==> src/rtl/serial_shift_tx.sv <==
// serial_shift_tx
//   Serialises one SHIFT_WIDTH-bit frame, MSB first, into an external
//   shift/storage register pair (e.g. a chain of 595-style segment drivers).
//   Each bit is presented with o_serial_clk low for HALF system cycles. The
//   clock is then held high for HALF cycles. After bit 0, o_serial_latch is
//   pulsed high for HALF cycles and then held low for HALF cycles before the
//   block returns to idle.
//
// Ports
//   i_clk          system clock, all logic on its rising edge
//   i_reset_n      synchronous active-low reset
//   i_data         parallel frame, captured on the accepting edge
//   i_valid        transmit request, honoured only while o_ready=1
//   o_ready        high only in IDLE
//   o_serial_data  serial data, valid around the o_serial_clk rising edge
//   o_serial_clk   shift clock to the receiver
//   o_serial_latch storage latch strobe to the receiver
//
// State table
//   IDLE     | waiting for a frame, all serial lines low
//   SHIFT_LO | current bit driven, shift clock low
//   SHIFT_HI | current bit held, shift clock high (receiver samples)
//   LATCH_HI | all bits shifted, latch strobe high
//   LATCH_LO | latch strobe low, final settle before idle

module serial_shift_tx #(
  parameter int SYS_CLK_HZ   = 50_000_000,
  parameter int SHIFT_CLK_HZ = 1_000_000,
  parameter int SHIFT_WIDTH  = 48
) (
  input  logic                   i_clk,
  input  logic                   i_reset_n,
  input  logic [SHIFT_WIDTH-1:0] i_data,
  input  logic                   i_valid,
  output logic                   o_ready,
  output logic                   o_serial_data,
  output logic                   o_serial_clk,
  output logic                   o_serial_latch
);

  localparam int HALF  = SYS_CLK_HZ / (2 * SHIFT_CLK_HZ);
  localparam int DIV_W = (HALF > 1) ? $clog2(HALF) : 1;
  localparam int BIT_W = (SHIFT_WIDTH > 1) ? $clog2(SHIFT_WIDTH) : 1;

  localparam logic [DIV_W-1:0] DIV_MAX = DIV_W'(HALF - 1);
  localparam logic [BIT_W-1:0] BIT_MAX = BIT_W'(SHIFT_WIDTH - 1);

  if (HALF < 1) begin : g_bad_half
    $error("serial_shift_tx: SYS_CLK_HZ must be at least 2*SHIFT_CLK_HZ");
  end

  typedef enum logic [2:0] {
    IDLE     = 3'd0,
    SHIFT_LO = 3'd1,
    SHIFT_HI = 3'd2,
    LATCH_HI = 3'd3,
    LATCH_LO = 3'd4
  } state_t;

  state_t                 r_state;
  logic [DIV_W-1:0]       r_div;
  logic [BIT_W-1:0]       r_bit;
  logic [SHIFT_WIDTH-1:0] r_frame;

  // Frame advanced by one bit; its MSB is the next bit to present.
  logic [SHIFT_WIDTH-1:0] w_frame_next;
  logic                   w_div_done;

  assign w_frame_next = r_frame << 1;
  assign w_div_done   = (r_div == '0);

  always_ff @(posedge i_clk) begin
    if (!i_reset_n) begin
      r_state        <= IDLE;
      r_div          <= '0;
      r_bit          <= '0;
      r_frame        <= '0;
      o_ready        <= 1'b1;
      o_serial_data  <= 1'b0;
      o_serial_clk   <= 1'b0;
      o_serial_latch <= 1'b0;
    end else begin
      case (r_state)
        IDLE: begin
          o_serial_data  <= 1'b0;
          o_serial_clk   <= 1'b0;
          o_serial_latch <= 1'b0;
          if (i_valid) begin
            r_frame       <= i_data;
            o_serial_data <= i_data[SHIFT_WIDTH-1];
            r_div         <= DIV_MAX;
            r_bit         <= BIT_MAX;
            o_ready       <= 1'b0;
            r_state       <= SHIFT_LO;
          end
        end

        SHIFT_LO: begin
          if (w_div_done) begin
            r_div        <= DIV_MAX;
            o_serial_clk <= 1'b1;
            r_state      <= SHIFT_HI;
          end else begin
            r_div <= r_div - DIV_W'(1);
          end
        end

        SHIFT_HI: begin
          if (w_div_done) begin
            r_div        <= DIV_MAX;
            o_serial_clk <= 1'b0;
            if (r_bit == '0) begin
              o_serial_data  <= 1'b0;
              o_serial_latch <= 1'b1;
              r_state        <= LATCH_HI;
            end else begin
              // Next bit goes out on the same edge the clock falls.
              r_bit         <= r_bit - BIT_W'(1);
              r_frame       <= w_frame_next;
              o_serial_data <= w_frame_next[SHIFT_WIDTH-1];
              r_state       <= SHIFT_LO;
            end
          end else begin
            r_div <= r_div - DIV_W'(1);
          end
        end

        LATCH_HI: begin
          if (w_div_done) begin
            r_div          <= DIV_MAX;
            o_serial_latch <= 1'b0;
            r_state        <= LATCH_LO;
          end else begin
            r_div <= r_div - DIV_W'(1);
          end
        end

        LATCH_LO: begin
          if (w_div_done) begin
            r_frame <= '0;
            o_ready <= 1'b1;
            r_state <= IDLE;
          end else begin
            r_div <= r_div - DIV_W'(1);
          end
        end

        default: begin
          r_state        <= IDLE;
          r_div          <= '0;
          r_bit          <= '0;
          o_ready        <= 1'b1;
          o_serial_data  <= 1'b0;
          o_serial_clk   <= 1'b0;
          o_serial_latch <= 1'b0;
        end
      endcase
    end
  end

endmodule

==> config.mk <==
export PLATFORM = sky130hd
export DESIGN_NAME = serial_shift_tx
export DESIGN_NICKNAME = d
export VERILOG_FILES = /design/src/rtl/serial_shift_tx.sv
export SDC_FILE = /design/constraint.sdc
export NUM_CORES = 1
export LEC_CHECK = 0
export CAP_MARGIN = 40
export CORE_ASPECT_RATIO = 0.5
export CORE_MARGIN = 2
export CORE_UTILIZATION = 53
export DETAILED_ROUTE_END_ITERATION = 16
export PLACE_DENSITY_LB_ADDON = 0.15
export SETUP_SLACK_MARGIN = 0.15
export SLEW_MARGIN = 20
export SYNTH_ARGS = -nofsm -noshare
export SYNTH_HDL_FRONTEND = slang
export SYNTH_SLANG_ARGS = --single-unit
==> constraint.sdc <==
create_clock -name i_clk -period 2.5 [get_ports i_clk]
set_clock_uncertainty 0.1 [all_clocks]
set_input_delay 0.375 -clock i_clk [delete_from_list [all_inputs] [get_ports i_clk]]
set_output_delay 0.375 -clock i_clk [all_outputs]
set_load 0.005 [all_outputs]
==> run metrics <==
Req. time, crit path 2.64 ns; initial cell density of the core 54.5%; Simple-Gate Fraction of Synth Area 16.7%; worst skew pair latency 0.33 ns; Clk pwr share 24.5%; count of cell types in the netlist 55; Crit Path Category reg2reg; P_sw 2.10 mW; Synth area leaders dfxtp_1 (40%), a211oi_1 (11%), a22oi_1 (11%), nor3_1 (8.1%), clkbuf_1 (3.0%); Worst-path clk slew 0.06 ns; commonest non-fill, non-tap cells in the layout dfxtp_1 (65), clkdlybuf4s50_1 (54), nor3_1 (53), a22oi_1 (46), a211oi_1 (46); layout cells sized above 1 12.9%; Seq pwr share 30.2%; Reg area 0.00130 mm²; Yosys top cell area share 39.8%; I/O pin cnt 55; sw frac 37.9%; Worst VDD drop 586 µV; CP peak stage delay 0.53 ns; multiplexer share of the synthesized area 0%; CTS tree done; DIE AREA 0.00686 mm²; final setup fails 0; # fillers 463; DRC viols 0; DR pass1 iterations 5; Tot GR Track Use 26.7%; hold_buf cts 0; Post-synth top flop dfxtp_1; Mapped Area 0.00327 mm²; area growth from synthesis to layout 33.1%; EDFF count, synth 0; Pleak 1.63 nW; buffers added on ports 54; dpl hpwl 4970 µm; Gate Count Post-Synth 371; Power Density 1270 mW/mm²; Root Driver clkbuf_16; Max-Cap Viols 0; Slew headroom 64.4%; Vias 3,244; Synth Area in Adders 1.53%; pin count of the biggest net entering global routing 49; die width 115 µm; Die Span Y 59.6 µm; vias in the first global route 2,892; initial antenna violation count 0; wire per inst 18.2 µm; Worst Setup End Kind flop; Antenna Cells 0; total core area 0.00601 mm²; GRT overflow 0; Multi-input gate area 0.00178 mm²; dpl ws 0.192 ns; Ys Warns 0; largest family of logic cells by synthesized area compound AO/OA/AOI/OAI gates; Total Neg Setup Slack 0 ns; Period minus WS final 2.31 ns; Comb pwr share 45.3%; # clock sinks 65; Slew Viols, Final 0; Final Net Count 470; crit-path cells inv_2, ha_2, or4b_4, a211oi_4, buf_6, clkbuf_16, nor3_1, a211oi_1; Synth Area in Compound Gates 34.3%; worst slew pin tran 0.531 ns; 1st-iter DRT viols 573; Power Internal 3.43 mW; Tightest Hold Check Type reg2reg; std cell rows 20; Seq/Total Area, Yosys 39.8%; critical path peak fanout 12; Async SR Flop Fraction 0%; ANT nets after route 0; worst-case clock buffer depth 2; commonest non-fill, non-tap cell in the layout dfxtp_1; Total Wirelength 9050 µm; Placer Congestion 0.868; type of element launching the critical path flop; syn nets 426; arrival time worst endpoint 2.45 ns; unrepaired setup endpoints after global routing yes; H-tree depth 3; CTS buffer count 9; first-pass GRT wire length 14,200 µm; Hold Fails Final Rpt 0; Slowest-stage cell, CP or4b_4; Tcrit/Tclk final 92.3%; post-route setup slack 0.193 ns; DR vias/cell 6.53; highest clock rate 0.433 GHz; Synth Area per Inst 8.82 µm²; cell taking the most area after synthesis dfxtp_1; Post-Synth XOR/XNOR Area 1.07%; status finished clean; synthesized flop and latch total 65
final cells by class:
class	instances	area share [%]
inverter	8	0.689
clock inverter	4	1.75
multi-input combinational	256	40.9
tap	77	2.21
clock buffer	12	5.66
sequential	65	29.9
timing repair buffer	75	18.9
metal layers:
layer	vias up	part of all wire, %	routed length (µm)	GRT usage, %
li1	1530	-	-	-
met1	1574	44	4010	35.4
met2	127	47	4270	41.8
met3	13	6.9	628	9.82
met4	0	1.6	143	6.37
met5	-	0	0	0
flip-flops by register name, summed over array words and instances (netlist names):
name            flops
o_ready             1
r_state             3
r_div               5
r_bit               6
o_serial_clk        1
o_serial_data       1
o_serial_latch      1
r_frame            47
power by group through the flow:
stage          clock [mW]  combinational (mW)  sequential (mW)
2_1_floorplan           0                1.73             1.60
3_3_place_gp            0                2.19             1.66
3_5_place_dp            0                2.25             1.67
4_1_cts              1.37                2.36             1.66
5_1_grt              1.42                2.73             1.71
6_report             1.36                2.50             1.67
worst max-delay path, delay by kind of cell, from the launching register on:
family / cells / cell delay (ns)
compound gates: 2 / 0.56
fa+ha+maj: 1 / 0.19
buf+inv: 3 / 0.44
flops: 1 / 0.34
simple gates: 2 / 0.58
cell families after synthesis:
family	Yosys count
AOI/OAI and AO/OA	147
and+or+nand+nor	101
DFF	65
buffers and inverters	50
xor gates and xnor gates	4
adders and majority gates	4
synth_stat cells, types with 3 or more instances:
cell,instances
nand2_1,8
or2_2,3
buf_2,11
a31oi_1,4
nor2_1,13
a21oi_1,13
xnor2_1,3
dfxtp_1,65
a22oi_1,46
nand3_1,4
o21ai_0,8
ha_1,4
a211oi_1,46
nor3_1,53
o21a_1,4
clkbuf_1,26
buf_4,3
nor4_1,4
inv_1,7
metrics by stage:
step	hold slack [ns]	power, mW	std cells	area, µm²	utilization [%]
after floorplan	0.352	3.34	371	3270	-
after global placement	0.363	3.85	473	3890	64.8
after detailed placement	0.358	3.92	473	3890	64.8
after CTS	0.382	5.39	493	4270	71.1
after global routing	0.405	5.85	497	4360	72.5
final	0.379	5.53	497	4360	72.5
worst paths after layout:
| kind | start | end | slack, ns | depth (start not counted) |
|---|---|---|---|---|
| max | r_div[0] | r_frame[30] | 0.19 | 8 |
| min | o_serial_data | o_serial_data | 0.38 | 2 |
| max reg2reg | r_div[0] | r_frame[30] | 0.19 | 8 |
| min reg2reg | o_serial_data | o_serial_data | 0.38 | 2 |
timing repair:
action | 4_1_cts | 5_1_grt
endpoints found under the hold margin | 0 | 0
resized for setup | 0 | 6
gates cloned | 1 | 3
endpoints found under the setup margin | 1 | 50
buffers inserted | 3 | 1
pin swaps | 1 | 4
Power figures use the tool's default switching activity.
